[config.mk]
export PLATFORM = sky130hd
export DESIGN_NAME = ltl_symbol_feeder
export DESIGN_NICKNAME = d
export VERILOG_FILES = /design/src/rtl/ltl_monitor_pkg.sv /design/src/rtl/ltl_sym_fifo.sv /design/src/rtl/ltl_symbol_feeder.sv
export SDC_FILE = /design/constraint.sdc
export NUM_CORES = 1
export LEC_CHECK = 0
export ABC_CLOCK_PERIOD_IN_PS = 8880
export CAP_MARGIN = 20
export CORE_UTILIZATION = 35
export DETAILED_ROUTE_END_ITERATION = 8
export HOLD_SLACK_MARGIN = 0.1
export PLACE_DENSITY = 0.62
export SYNTH_ARGS = -nofsm -noshare
export SYNTH_HDL_FRONTEND = slang
export SYNTH_HIERARCHICAL = 1
export SYNTH_SLANG_ARGS = --single-unit
[constraint.sdc]
create_clock -name clk -period 8.88 [get_ports clk]
set_clock_uncertainty 0.1 [all_clocks]
set_input_delay 0.888 -clock clk [delete_from_list [all_inputs] [get_ports clk]]
set_output_delay 0.888 -clock clk [all_outputs]
set_load 0.01 [all_outputs]
[src/rtl/ltl_monitor_pkg.sv]
// Shared definitions for the LTL monitor symbol interface.
// Holds the feeder FSM state type and the default symbol width and reset length
// that the monitor cluster is built around.
package ltl_monitor_pkg;

  localparam int unsigned LTL_SYM_W          = 8;
  localparam int unsigned LTL_RST_CYCLES_DEF = 2;

  typedef enum logic [1:0] {
    IDLE,
    RESET,
    STREAM,
    DRAIN
  } feeder_state_e;

endpackage

[src/rtl/ltl_sym_fifo.sv]
// Synchronous single-clock FIFO for proposition vectors.
// Ports:
//   clk, rst_n        clock, asynchronous active-low reset
//   flush             empties the FIFO (takes priority over push/pop)
//   push, wdata       write request and data; a push while full only lands if a pop
//                     happens in the same cycle
//   pop, rdata        read request; rdata shows the head entry (valid when !empty)
//   full, empty       occupancy flags
//   level             occupancy, 0..Depth
module ltl_sym_fifo
  import ltl_monitor_pkg::*;
#(
  parameter int unsigned Width = LTL_SYM_W,
  parameter int unsigned Depth = 8
) (
  input  logic                     clk,
  input  logic                     rst_n,
  input  logic                     flush,
  input  logic                     push,
  input  logic [Width-1:0]         wdata,
  input  logic                     pop,
  output logic [Width-1:0]         rdata,
  output logic                     full,
  output logic                     empty,
  output logic [$clog2(Depth):0]   level
);

  localparam int unsigned Aw = $clog2(Depth);

  // Pointers carry one extra wrap bit so full and empty are distinguishable.
  logic [Aw:0]      wptr_q, wptr_d;
  logic [Aw:0]      rptr_q, rptr_d;
  logic [Width-1:0] mem_q [Depth];
  logic             wr_en;
  logic             rd_en;

  assign level = wptr_q - rptr_q;
  assign empty = (wptr_q == rptr_q);
  assign full  = (level == (Aw + 1)'(Depth));
  assign rdata = mem_q[rptr_q[Aw-1:0]];

  assign rd_en = pop && !empty;
  // A pop in the same cycle frees the slot, so a push at full still succeeds.
  assign wr_en = push && (!full || rd_en);

  always_comb begin
    wptr_d = wptr_q;
    rptr_d = rptr_q;
    if (flush) begin
      wptr_d = '0;
      rptr_d = '0;
    end else begin
      if (wr_en) wptr_d = wptr_q + 1'b1;
      if (rd_en) rptr_d = rptr_q + 1'b1;
    end
  end

  always_ff @(posedge clk or negedge rst_n) begin
    if (!rst_n) begin
      wptr_q <= '0;
      rptr_q <= '0;
    end else begin
      wptr_q <= wptr_d;
      rptr_q <= rptr_d;
    end
  end

  always_ff @(posedge clk) begin
    if (wr_en && !flush) mem_q[wptr_q[Aw-1:0]] <= wdata;
  end

endmodule

[src/rtl/ltl_symbol_feeder.sv]
// Producer end of the LTL monitor symbol interface.
// Buffers per-cycle proposition vectors from the core trace tap and streams them to
// every automaton of a monitor cluster, framing each trace with a monitor reset.
// Optional feature: define LTL_FEEDER_DROP_CNT_EN to add a saturating 16-bit
// drop_cnt output; overflow is then drop_cnt != 0.
// Ports:
//   clk, rst_n        clock (shared with the monitor cluster), async active-low reset
//   trace_start       pulse: begin (or restart) a trace
//   trace_stop        pulse: end the trace once the FIFO has drained
//   prop_valid/bits   proposition vector input, no backpressure
//   symbols, run      registered symbol and consume strobe to the monitor
//   monitor_reset     active-high monitor reset, high in IDLE and RESET
//   busy              FSM not idle
//   overflow          sticky: a proposition was dropped on a full FIFO
//   drop_cnt          (optional) number of dropped propositions, saturating
//   fifo_level        FIFO occupancy
module ltl_symbol_feeder
  import ltl_monitor_pkg::*;
#(
  parameter int unsigned SYM_W      = LTL_SYM_W,
  parameter int unsigned FIFO_DEPTH = 8,
  parameter int unsigned RST_CYCLES = LTL_RST_CYCLES_DEF
) (
  input  logic                          clk,
  input  logic                          rst_n,
  input  logic                          trace_start,
  input  logic                          trace_stop,
  input  logic                          prop_valid,
  input  logic [SYM_W-1:0]              prop_bits,
  output logic [SYM_W-1:0]              symbols,
  output logic                          run,
  output logic                          monitor_reset,
  output logic                          busy,
  output logic                          overflow,
`ifdef LTL_FEEDER_DROP_CNT_EN
  output logic [15:0]                   drop_cnt,
`endif
  output logic [$clog2(FIFO_DEPTH):0]   fifo_level
);

  localparam int unsigned CntW = (RST_CYCLES > 1) ? $clog2(RST_CYCLES) : 1;
  localparam logic [CntW-1:0] RstLast = CntW'(RST_CYCLES - 1);

  feeder_state_e    state_q, state_d;
  logic [CntW-1:0]  rcnt_q, rcnt_d;
  logic [SYM_W-1:0] symbols_q;
  logic             run_q;
  logic             mon_rst_q, mon_rst_d;

  logic             push_req;
  logic             pop;
  logic             drop;
  logic             fifo_full;
  logic             fifo_empty;
  logic [SYM_W-1:0] fifo_rdata;

  ltl_sym_fifo #(
    .Width (SYM_W),
    .Depth (FIFO_DEPTH)
  ) u_fifo (
    .clk   (clk),
    .rst_n (rst_n),
    .flush (trace_start),
    .push  (push_req),
    .wdata (prop_bits),
    .pop   (pop),
    .rdata (fifo_rdata),
    .full  (fifo_full),
    .empty (fifo_empty),
    .level (fifo_level)
  );

  // trace_start flushes the FIFO, so neither push nor pop may take effect with it.
  assign push_req = prop_valid && !trace_start && (state_q == RESET || state_q == STREAM);
  assign pop      = !trace_start && !fifo_empty && (state_q == STREAM || state_q == DRAIN);
  assign drop     = push_req && fifo_full && !pop;

  always_comb begin
    state_d = state_q;
    rcnt_d  = rcnt_q;
    if (trace_start) begin
      state_d = RESET;
      rcnt_d  = '0;
    end else begin
      unique case (state_q)
        IDLE: ;
        RESET: begin
          if (rcnt_q == RstLast) state_d = STREAM;
          else                   rcnt_d  = rcnt_q + 1'b1;
        end
        STREAM: if (trace_stop) state_d = DRAIN;
        // Leave only after the last popped symbol has been presented on run.
        DRAIN:  if (fifo_empty && !run_q) state_d = IDLE;
        default: state_d = IDLE;
      endcase
    end
    mon_rst_d = (state_d == IDLE) || (state_d == RESET);
  end

  always_ff @(posedge clk or negedge rst_n) begin
    if (!rst_n) begin
      state_q   <= IDLE;
      rcnt_q    <= '0;
      symbols_q <= '0;
      run_q     <= 1'b0;
      mon_rst_q <= 1'b1;
    end else begin
      state_q   <= state_d;
      rcnt_q    <= rcnt_d;
      run_q     <= pop;
      mon_rst_q <= mon_rst_d;
      if (pop) symbols_q <= fifo_rdata;
    end
  end

`ifdef LTL_FEEDER_DROP_CNT_EN
  logic [15:0] drop_cnt_q;

  always_ff @(posedge clk or negedge rst_n) begin
    if (!rst_n) begin
      drop_cnt_q <= '0;
    end else if (trace_start) begin
      drop_cnt_q <= '0;
    end else if (drop && (drop_cnt_q != 16'hFFFF)) begin
      drop_cnt_q <= drop_cnt_q + 16'd1;
    end
  end

  assign drop_cnt = drop_cnt_q;
  assign overflow = (drop_cnt_q != 16'd0);
`else
  logic overflow_q;

  always_ff @(posedge clk or negedge rst_n) begin
    if (!rst_n) begin
      overflow_q <= 1'b0;
    end else if (trace_start) begin
      overflow_q <= 1'b0;
    end else if (drop) begin
      overflow_q <= 1'b1;
    end
  end

  assign overflow = overflow_q;
`endif

  assign symbols       = symbols_q;
  assign run           = run_q;
  assign monitor_reset = mon_rst_q;
  assign busy          = (state_q != IDLE);

endmodule

**Yosys cells after proc, flatten, opt, wreduce, memory -nomap -nowiden**

Memory sizes are Yosys's and may differ from the RTL's. A register that Yosys moved wholly into a read port is not among the register bits.
Cells that the tools add are included.

- Flip-flop bits (word level): 14
- RAM bits: 64
- Input port bits: 13
- Output and inout bits: 16
- Word-level logic and storage cells: 60
- Memories kept: 1

- $add $sub $neg: 4
- Eq/ne operators: 6
- Multiplexer cells: 16
- Reductions and logical operators: 26

Memories:

| name | words | width | read ports | clocked after Yosys merged registers in | wr ports | RTL line | RTL |
|---|---|---|---|---|---|---|---|
| u_fifo.mem_q | 8 | 8 | 1 | 1 | 1 | ltl_sym_fifo.sv:33 | `logic [Width-1:0] mem_q [Depth];` |

Operators by type and width:

| kind | number |
|---|---|
| 4-bit 2-to-1 mux | 4 |
| 1-bit logical AND | 10 |
| 2-bit nonzero test | 5 |
| 4-bit by 1-bit adder with 4-bit output, second input constant | 2 |
| 2-bit 2-to-1 mux | 4 |
| 1-bit 2-to-1 mux | 7 |
| 1-bit logical NOT | 6 |
| 2-bit one-hot mux with 3 select lines | 1 |
| 2-bit by 1-bit == test with 1-bit output, second input constant | 2 |
| 2-bit == test, second input constant | 2 |
| 4-bit == test | 1 |
| 4-bit == test, second input constant | 1 |
| 1-bit logical OR | 4 |
| 4-bit subtractor | 1 |
| 2-bit logical NOT | 1 |
| 1-bit adder, second input constant | 1 |

**Longest topological paths before layout**

Gate-level depths: netlist (run 1).

- Depth in word-level cells: 10
- Depth in mapped cells: 11
- Gate-level depth less buffers: 9

**Cells and area by module**

Netlist (run 1), hierarchy kept.

Modules (own cells, without submodules):

| module | times used | cells an instance | area an instance (um^2) |
|---|---|---|---|
| ltl_sym_fifo | 1 | 179 | 3009.1 |
| ltl_symbol_feeder | 1 | 49 | 640.6 |

**Worst setup path before layout (run 1)**

Ideal clock, no wire load.

- Path kind: reg-to-reg
- Start: reg u_fifo.rptr_q[1]
- End: mem u_fifo/mem_q[4][0] in the netlist's numbering, enable pin
- Library setup time: 0.395 ns
- Arrival: 3.577 ns
- Required time: 8.385 ns
- Slack: 4.808 ns
- Stages on the path, launching flop included: 12
- Buffers on the path: 2
- Cell sequence: dfrtp_1 clkbuf_1 clkbuf_1 inv_1 ha_1 nand3_1 nor2_1 nor3_4 o21a_1 o41ai_4 or2_2 nor4_1

- Cells in the longest elaborated chain, start to end: 10

RTL lines:

| what | RTL line | RTL |
|---|---|---|
| from (decl) | ltl_sym_fifo.sv:32 | `logic [Aw:0] rptr_q, rptr_d;` |
| from (signal assigned) | ltl_sym_fifo.sv:64 | `rptr_q <= rptr_d;` |
| 4-bit == test | ltl_sym_fifo.sv:38 | `assign empty = (wptr_q == rptr_q);` |
| net fifo_empty | ltl_symbol_feeder.sv:54 | `logic fifo_empty;` |
| 1-bit logical NOT | ltl_symbol_feeder.sv:75 | `assign pop = !trace_start && !fifo_empty && (state_q == STREAM \|\| state_q == DRAIN);` |
| 1-bit logical AND (2 in series) | ltl_symbol_feeder.sv:75 |  |
| net pop | ltl_symbol_feeder.sv:51 | `logic pop;` |
| 1-bit logical AND | ltl_sym_fifo.sv:42 | `assign rd_en = pop && !empty;` |
| 1-bit logical OR | ltl_sym_fifo.sv:44 | `assign wr_en = push && (!full \|\| rd_en);` |
| 1-bit logical AND | ltl_sym_fifo.sv:44 |  |
| 1-bit logical AND | ltl_sym_fifo.sv:69 | `if (wr_en && !flush) mem_q[wptr_q[Aw-1:0]] <= wdata;` |
| 1-bit 2-to-1 mux | ltl_sym_fifo.sv:69 |  |
| 1-bit 2-to-1 mux (not written as such) | ltl_sym_fifo.sv:69 |  |
| to (decl) | ltl_sym_fifo.sv:33 |  |

The timed path passes the listed nets, and every way through them passes these cells.

**Worst setup path in the final report (run 1)**

- Start: reg u_fifo.rptr_q[1]
- End: mem u_fifo/mem_q[5][5] in the netlist's numbering, enable pin

The elaborated chain is that of the path after synthesis.

==> reports/results.txt, run 1 <==
# IOs - 29
largest net degree at the start of global routing - 23
RePlAce Congestion - 0.761
status - complete, no violations
clk buf depth - 2
Multi-input gate area - 1100 µm²
fin. max-slew vios - 0
register area - 2470 µm²
DR iter-0 viols - 62
CP startpoint - u_fifo/rptr_q[1]
worst-path cell chain - inv_1, ha_1, nand3_1, nor2_1, nor3_4, o21a_1, o41ai_4, or2_2, nor3_1, buf_2
synthesized instance count - 228
Worst Max-Slew Pin Slew - 0.914 ns
maximum VDD drop - 0.000102 V
share of cells above drive strength 1 - 21.2%
worst min path class - flop to flop
area growth from synthesis to layout - 19.0%
post-route clock period utilization - 45.5%
# diodes - 0
Hold Slack - 0.411 ns
total power per unit cell area - 215 nW/µm²
required time worst endpoint - 8.83 ns
post-route ant nets - 0
final std cells w/o fill - 407
Clock Sink Count - 86
Synth Flop Type - edfxtp_1
vias in the first global route - 2013
Mapped Area - 3650 µm²
Placed Area - 4110 µm²
gr usage total - 13.0%
total power after layout - 0.932 mW
fill count - 899
net count reported at finish - 293
clock tree root driver cell - clkbuf_8
hpwl dp - 4400 µm
Core ar. - 9950 µm²
Area contributors post-synth - edfxtp_1 (53%), dfrtp_1 (14%), mux4_2 (9.9%), ha_1 (3.4%), nand2_1 (2.6%)
area leader, netlist - edfxtp_1
htree depth - 3
Clock transition at path regs - 0.08 ns
total wire length - 6520 µm
Vias/cell - 4.94
full die area - 10800 µm²
standard-cell rows - 36
Initial DRT Pass Iterations - 4
most common cell in the netlist - edfxtp_1
list of most frequent post-synthesis cells - edfxtp_1 (64), nand2_1 (25), dfrtp_1 (21)
slowest stage delay, CP - 0.95 ns
#FFs+latches synth - 86
Hold Vio Cnt, Final - 0
vias post-DR - 2009
Horiz. Die Dim - 104 µm
detailed-route DRC error count - 0
async set-reset flop share out of synthesis - 25.6%
sequential fraction of the synthesis area - 67.8%
gr ovfl total - 0
first-pass GRT wire length - 10600 µm
Max FO, Critical Path - 20
critical path class - flop to flop
post-synth top area share - 52.7%
Synth Warn # - 6
Netlist cell types - 38
port bufs - 28
CTS Buf Count - 9
Leak - 1.58 nW
Finish-stage setup viols - 0
initial antenna violation count - 0
Startpoint Class - flop
Setup TNS Final - 0 ns
Tmin final - 4.04 ns
min-delay src - symbols[4]
RSZ-0062 raised after global routing - false
Worst EP arrival - 4.00 ns
syn nets - 252
Worst slew margin - 39.1%
initial core utilization - 36.7%
Max Cap Viol - 0
r2r startpoint - u_fifo/rptr_q[1]
CTS tree - done
CTS resizes - 0
syn_area_per_cell - 16.0 µm²
slowest stage cell on the critical path - dfrtp_1
clk_lat worst skew - 0.35 ns
Die Y - 104 µm
EDFF count, synth - 64
Design Area, Final - 4340 µm²
fmax - 247 MHz
setup bufs post-CTS - 0
crit end category - flop
hold_buf cts - 0
routed length per instance - 16.0 µm
# placed instances - 388
-- power breakdown --
part           internal, mW  total, mW  switching (mW)
Clock                 0.136      0.281           0.145
Sequential            0.463      0.481          0.0181
Combinational        0.0898      0.170          0.0804
-- per-stage QoR --
stage | worst slack, ns | util, %
finish | 4.84 | 43.6
CTS | 4.43 | 43.4
floorplan | 4.81 | -
detailed placement | 4.31 | 41.3
global route | 4.43 | 43.6
global placement | 4.44 | 41.3
-- layout by cell type (no fill, tap or decap), types with 2 or more instances in the layout --
| cell type | instances |
|---|---|
| buf_4 | 5 |
| mux2_2 | 8 |
| xnor2_1 | 4 |
| dfrtp_1 | 21 |
| clkbuf_8 | 9 |
| ha_1 | 10 |
| buf_2 | 2 |
| nand2b_1 | 2 |
| clkdlybuf4s50_1 | 28 |
| mux4_2 | 16 |
| nand4_1 | 2 |
| or3_2 | 2 |
| o21ai_0 | 3 |
| a21oi_1 | 6 |
| inv_1 | 12 |
| xor2_1 | 2 |
| nor2_1 | 13 |
| nand2_1 | 25 |
| inv_6 | 4 |
| nor3_1 | 4 |
| edfxtp_1 | 64 |
| a31oi_1 | 2 |
| nor4_1 | 4 |
| nand3_1 | 2 |
| and3_1 | 4 |
-- per-layer routing --
metal / share of wire (%) / global-route usage (%) / wire (µm)
met5: 0 / 0 / 0
met4: 1.6 / 6.12 / 106
met3: 2.4 / 2.26 / 158
met2: 49 / 21.0 / 3170
met1: 47 / 17.1 / 3080
-- final cells by class --
class | instances | share of cell area, %
Inverter | 13 | 1.12
Multi-Input combinational cell | 123 | 25.4
Clock inverter | 7 | 1.93
Clock buffer | 9 | 2.85
Sequential cell | 86 | 57.0
Tap cell | 133 | 3.83
Timing Repair Buffer | 36 | 7.90
-- path summary, 6_finish.rpt --
| path | to | slack (ns) | cells past startpoint |
|---|---|---|---|
| hold / removal | symbols[4] | 0.41 | 1 |
| max in group asynchronous | monitor_reset | 7.42 | 2 |
| setup / recovery | u_fifo/mem_q[5][5] | 4.84 | 10 |
| setup reg to reg | u_fifo/mem_q[5][5] | 4.84 | 10 |
| min in group asynchronous | state_q[0] | 0.73 | 1 |
| hold reg to reg | symbols[4] | 0.41 | 1 |
-- sequential cells by signal, indices dropped and copies added, names as in the netlist --
signal and count:
u_fifo/rptr_q 4, monitor_reset 1, overflow 1, symbols 8
u_fifo/mem_q 64, state_q 2, rcnt_q 1, run 1
u_fifo/wptr_q 4
-- kinds of logic (layout without fill, tap and decap cells) --
logic type                 after synthesis  after routing  synth area share, %
AOI/OAI and AO/OA                       17             17                 3.50
xor gates and xnor gates                 6              6                 1.44
adders and majority gates               11             11                 3.98
buffers and inverters                   19             65                 2.02
DFF                                     86             86                 67.8
muxes                                   25             25                 12.6
and+or+nand+nor                         64             64                 8.67
-- critical path, delay by kind of cell, from the launching register on --
| kind | cells | cell delay [ns] |
|---|---|---|
| compound gates | 2 | 0.51 |
| fa+ha+maj | 1 | 0.33 |
| buf+inv | 2 | 0.41 |
| flops | 1 | 0.95 |
| simple gates | 5 | 1.44 |
Note: power is estimated with default switching activity, not from simulation.
==> run 2, diff against run 1 <==
ABC_CLOCK_PERIOD_IN_PS = 4200   (was 8880)
clock period = 4.2 ns   (was 8.88 ns; I/O delays follow)
==> run 2 against run 1 <==
Compared with the run above: clock power is 120% higher; register-to-register slack worse by 3.8 ns; via count is 1.7% higher; non-clock buffer count is 3 higher; cell count is 0.74% higher; highest routed layer unchanged.
==> reports/results.txt, run 2 (synthesis gave the netlist of run 1 again) <==
status - complete, no violations
Hold Vio Cnt, Final - 0 (unchanged)
depth of the worst register-to-register path - 8 (-2)
Tmin final - 3.15 ns (-0.899 ns)
post-route clock period utilization - 74.9% (+29 points)
# IOs - 29 (unchanged)
Startpoint Class - flop
required time worst endpoint - 4.16 ns (-4.67 ns)
hpwl dp - 4900 µm (+11%)
CTS tree - done
most used cell, CP - inv_1
routed length per instance - 16.9 µm (+5.3%)
gr usage total - 13.6% (+0.61 points)
fmax - 318 MHz (+29%)
Core ar. - 9950 µm² (unchanged)
slowest stage delay, CP - 0.56 ns (-0.39 ns)
RSZ-0062 raised after global routing - false
Worst Max-Slew Pin Slew - 0.569 ns (-0.345 ns)
clk_lat worst skew - 0.36 ns (about the same)
fin. max-slew vios - 0 (unchanged)
CTS resizes - 0 (unchanged)
RePlAce Congestion - 0.723 (-5.0%)
hold_buf cts - 0 (unchanged)
Initial DRT Pass Iterations - 4 (unchanged)
worst min path class - input pin to async pin
post-route ant nets - 0 (unchanged)
Leak - 1.59 nW (+0.85%)
CP startpoint - u_fifo/wptr_q[0]
initial antenna violation count - 0 (unchanged)
share of cells above drive strength 1 - 22.0% (+0.85 points)
Setup TNS Final - 0 ns (unchanged)
Placed Area - 4150 µm² (+0.91%)
# diodes - 0 (unchanged)
Vias/cell - 4.99 (+1.0%)
maximum VDD drop - 0.000152 V (+49%)
first-pass GRT wire length - 10900 µm (+2.9%)
Worst slew margin - 62.0% (+23 points)
initial core utilization - 36.7% (unchanged)
Design Area, Final - 4380 µm² (+0.78%)
largest net degree at the start of global routing - 23 (unchanged)
Worst EP arrival - 3.10 ns (-0.90 ns)
total power per unit cell area - 454 nW/µm² (+110%)
Clock Sink Count - 86 (unchanged)
port bufs - 28 (unchanged)
full die area - 10800 µm² (unchanged)
area growth from synthesis to layout - 19.9%
pre-CTS setup slack - 1.07 ns (-3.23 ns)
commonest non-fill, non-tap cell in the layout - edfxtp_1
total power after layout - 1.99 mW (+110%)
Hold Slack - 0.283 ns (-0.128 ns)
critical path class - flop to flop
Worst R2R End - u_fifo/mem_q[0][5]
Max Cap Viol - 0 (unchanged)
worst setup path endpoint - u_fifo/mem_q[0][5]
commonest cells after routing, fill and taps aside - edfxtp_1 (64), clkdlybuf4s50_1 (28), nand2_1 (25)
net count reported at finish - 296 (+1.0%)
r2r startpoint - u_fifo/wptr_q[0]
gr ovfl total - 0 (unchanged)
vias in the first global route - 2004 (-0.45%)
CTS Buf Count - 9 (unchanged)
Horiz. Die Dim - 104 µm (unchanged)
standard-cell rows - 36 (unchanged)
worst-path cell chain - inv_1, ha_1, fa_1, inv_1, or3_4, o41ai_4, nor2_1, and3_1
slowest stage cell on the critical path - o41ai_4
DR iter-0 viols - 151 (+140%)
Clock transition at path regs - 0.09 ns (about the same)
Die Y - 104 µm (unchanged)
Finish-stage setup viols - 0 (unchanged)
vias post-DR - 2044 (+1.7%)
Largest register FFs - 64 (unchanged)
Max FO, Critical Path - 10 (-50%)
setup bufs post-CTS - 0 (unchanged)
clk buf depth - 2 (unchanged)
crit end category - flop
total wire length - 6910 µm (+6.0%)
Final Worst Setup Slack - 1.05 ns (-3.78 ns)
clock tree root driver cell - clkbuf_8
detailed-route DRC error count - 0 (unchanged)
htree depth - 3 (unchanged)
internal reg-to-reg setup slack - 1.05 ns (-3.78 ns)
==> run 2: worst min-delay path by stage <==
stage	start	endpoint	slack, ns	cells after the start
2_1_floorplan	rst_n	overflow	0.02	0
3_3_place_gp	overflow	overflow	0.38	1
3_5_place_dp	overflow	overflow	0.38	1
4_1_cts	overflow	overflow	0.41	1
5_1_grt	rst_n	u_fifo/rptr_q[1]	0.31	1
6_report	rst_n	overflow	0.28	1
==> run 2: critical path, delay by kind of cell (launching register included) <==
kind | cells | cell delay (ns)
compound gates | 1 | 0.56
fa+ha+maj | 2 | 0.71
flops | 1 | 0.47
buf+inv | 2 | 0.16
simple gates | 3 | 0.84
==> run 2: metrics by stage <==
step / std cells / utilization (%)
after floorplan: 228 / -
after global placement: 393 / 41.7
after detailed placement: 393 / 41.7
after CTS: 409 / 43.8
after global routing: 410 / 44.0
final: 410 / 44.0
==> run 2: layout make-up <==
cell class | instances | area [µm²]
clock buffer | 9 | 124
clock inverter | 7 | 90.1
fill | 886 | 5580
inverter | 13 | 48.8
multi-input combinational | 123 | 1100
sequential | 86 | 2470
tap | 133 | 166
timing repair buffer | 39 | 370
==> run 2: layer usage <==
layer	part of all wire [%]	vias up	global-route usage, %
met5	0	-	0
met3	2.8	10	2.69
li1	-	947	-
met4	2.0	0	6.12
met1	47	1050	18.7
met2	48	37	21.0
==> run 2: report_power, final <==
part	switching (mW)	total, mW	internal (mW)
sequential	0.0390	1.02	0.978
combinational	0.170	0.360	0.190
clock	0.321	0.609	0.288
total	0.530	1.99	1.46
==> run 3, diff against run 2 <==
ABC_CLOCK_PERIOD_IN_PS = 2990   (was 4200)
clock period = 2.99 ns   (was 4.2 ns; I/O delays follow)
==> run 3 against run 2 <==
Compared with the run above: core utilization is 1.7 points higher; total power is 38% higher; cell count is 3.7% higher; global-route usage is 1.6 points higher; die area stayed put; critical path type unchanged; largest cell class unchanged.
==> reports/results.txt, run 3 (synthesis gave the netlist of run 1 again) <==
worst min path class - input pin to async pin
Clock Sink Count - 86 (unchanged)
fin. max-slew vios - 0 (unchanged)
Worst Max-Slew Pin Slew - 0.711 ns (+0.143 ns)
critical path class - flop to flop
Max Cap Viol - 0 (unchanged)
total power per unit cell area - 603 nW/µm² (+33%)
clk_lat worst skew - 0.36 ns (about the same)
Worst slew margin - 52.2% (-9.8 points)
r2r startpoint - u_fifo/wptr_q[0]
met1 Use GR - 20.1% (+1.4 points)
first-pass GRT wire length - 12200 µm (+12%)
Core ar. - 9950 µm² (unchanged)
DR iter-0 viols - 87 (-42%)
full die area - 10800 µm² (unchanged)
Tmin final - 2.87 ns (-0.270 ns)
fmax - 348 MHz (+9.4%)
Util after Layout - 45.6% (+1.7 points)
htree depth - 3 (unchanged)
total wire length - 7390 µm (+7.0%)
status - complete, no violations
hpwl dp - 5070 µm (+3.4%)
Finish-stage setup viols - 0 (unchanged)
Most Crowded Layer GR - met2
commonest non-fill, non-tap cell in the layout - edfxtp_1
# diodes - 0 (unchanged)
Largest register FFs - 64 (unchanged)
area growth from synthesis to layout - 24.4%
Startpoint Class - flop
maximum VDD drop - 0.000220 V (+45%)
Initial DRT Pass Iterations - 5 (+1)
final std cells w/o fill - 425 (+3.7%)
Vias/cell - 4.89 (-1.9%)
Worst R2R End - u_fifo/mem_q[4][5]
total power after layout - 2.74 mW (+38%)
RePlAce Congestion - 0.783 (+8.2%)
Horiz. Die Dim - 104 µm (unchanged)
Leak - 1.68 nW (+5.2%)
# placed instances - 406 (+3.3%)
initial core utilization - 36.7% (unchanged)
vias in the first global route - 2186 (+9.1%)
depth of the worst register-to-register path - 10 (+2)
vias post-DR - 2079 (+1.7%)
commonest cells after routing, fill and taps aside - edfxtp_1 (64), clkdlybuf4s50_1 (28), buf_4 (26)
Worst EP arrival - 2.89 ns (-0.21 ns)
standard-cell rows - 36 (unchanged)
gr ovfl total - 0 (unchanged)
Clock transition at path regs - 0.10 ns (about the same)
Die Y - 104 µm (unchanged)
Final Worst Setup Slack - 0.115 ns (-0.940 ns)
post-route clock period utilization - 96.2% (+21 points)
detailed-route DRC error count - 0 (unchanged)
CTS Buf Count - 9 (unchanged)
largest net degree at the start of global routing - 23 (unchanged)
share of cells above drive strength 1 - 30.5% (+8.5 points)
net count reported at finish - 311 (+5.1%)
crit end category - flop
Hold Vio Cnt, Final - 0 (unchanged)
pre-CTS setup slack - 0.0454 ns (-1.03 ns)
internal reg-to-reg setup slack - 0.12 ns (-0.94 ns)
CTS tree - done
routed length per instance - 17.4 µm (+3.2%)
clk buf depth - 2 (unchanged)
M3 GR Usage - 2.51% (-0.19 points)
met2 usage - 24.7% (+3.7 points)
initial antenna violation count - 0 (unchanged)
required time worst endpoint - 3.01 ns (-1.15 ns)
post-route ant nets - 0 (unchanged)
port bufs - 28 (unchanged)
# IOs - 29 (unchanged)
Max FO, Critical Path - 8 (-2)
gr usage total - 15.2% (+1.6 points)
clock tree root driver cell - clkbuf_8
Setup TNS Final - 0 ns (unchanged)
[run 3: cell types whose count changed in the layout (fill, tap and decap cells not counted), sizes merged]
cell and change:
buf +15, clkinv +2, bufinv -1, clkinvlp -1
[run 3: cell type report]
class	count	area (µm²)
multi-input combinational	123	1190
inverter	13	51.3
timing repair buffer	54	475
fill	873	5410
tap	133	166
sequential	86	2470
clock inverter	7	55.1
clock buffer	9	124
[run 3: how the worst max path moves through the flow]
stage / from / end / cells after the start
floorplan: u_fifo/rptr_q[1] / u_fifo/mem_q[4][0] / 11
global placement: trace_start / u_fifo/mem_q[1][0] / 5
detailed placement: u_fifo/wptr_q[0] / u_fifo/mem_q[0][3] / 9
CTS: u_fifo/wptr_q[0] / u_fifo/mem_q[0][7] / 9
global route: u_fifo/wptr_q[0] / u_fifo/mem_q[4][7] / 10
finish: u_fifo/wptr_q[0] / u_fifo/mem_q[4][5] / 10
[run 3: what timing repair did]
action                     in CTS  in global routing
gates resized for setup         0                  2
setup endpoints to repair       0                 48
hold buffers                    0                  0
setup buffers                   0                  3
[run 3: critical path, cell delays in order, from the launching register on]
cell     delay [ns]
dfrtp_1        0.35
inv_1          0.06
ha_1           0.22
fa_1           0.49
inv_1          0.06
or3_4          0.38
o41ai_4        0.36
buf_4          0.20
or2_4          0.18
nor4_4         0.06
buf_4          0.17
[run 3: routing by layer]
metal	up-vias	share of wire [%]
li1	981	-
met1	1057	46
met2	32	49
met3	9	2.9
met4	0	1.7
met5	-	0
[run 3: power by group]
part           switching, mW  leakage, nW  internal, mW
clock network          0.441       0.0883         0.311
registers             0.0453        0.863          1.37
logic                  0.266        0.727         0.299
total                  0.752         1.68          1.98
[run 3: per-stage QoR]
stage | hold WS [ns] | cell area (µm²)
2_1_floorplan | -0.0966 | 3770
3_3_place_gp | 0.385 | 4320
3_5_place_dp | 0.393 | 4340
4_1_cts | 0.202 | 4520
5_1_grt | 0.205 | 4540
6_report | 0.193 | 4540
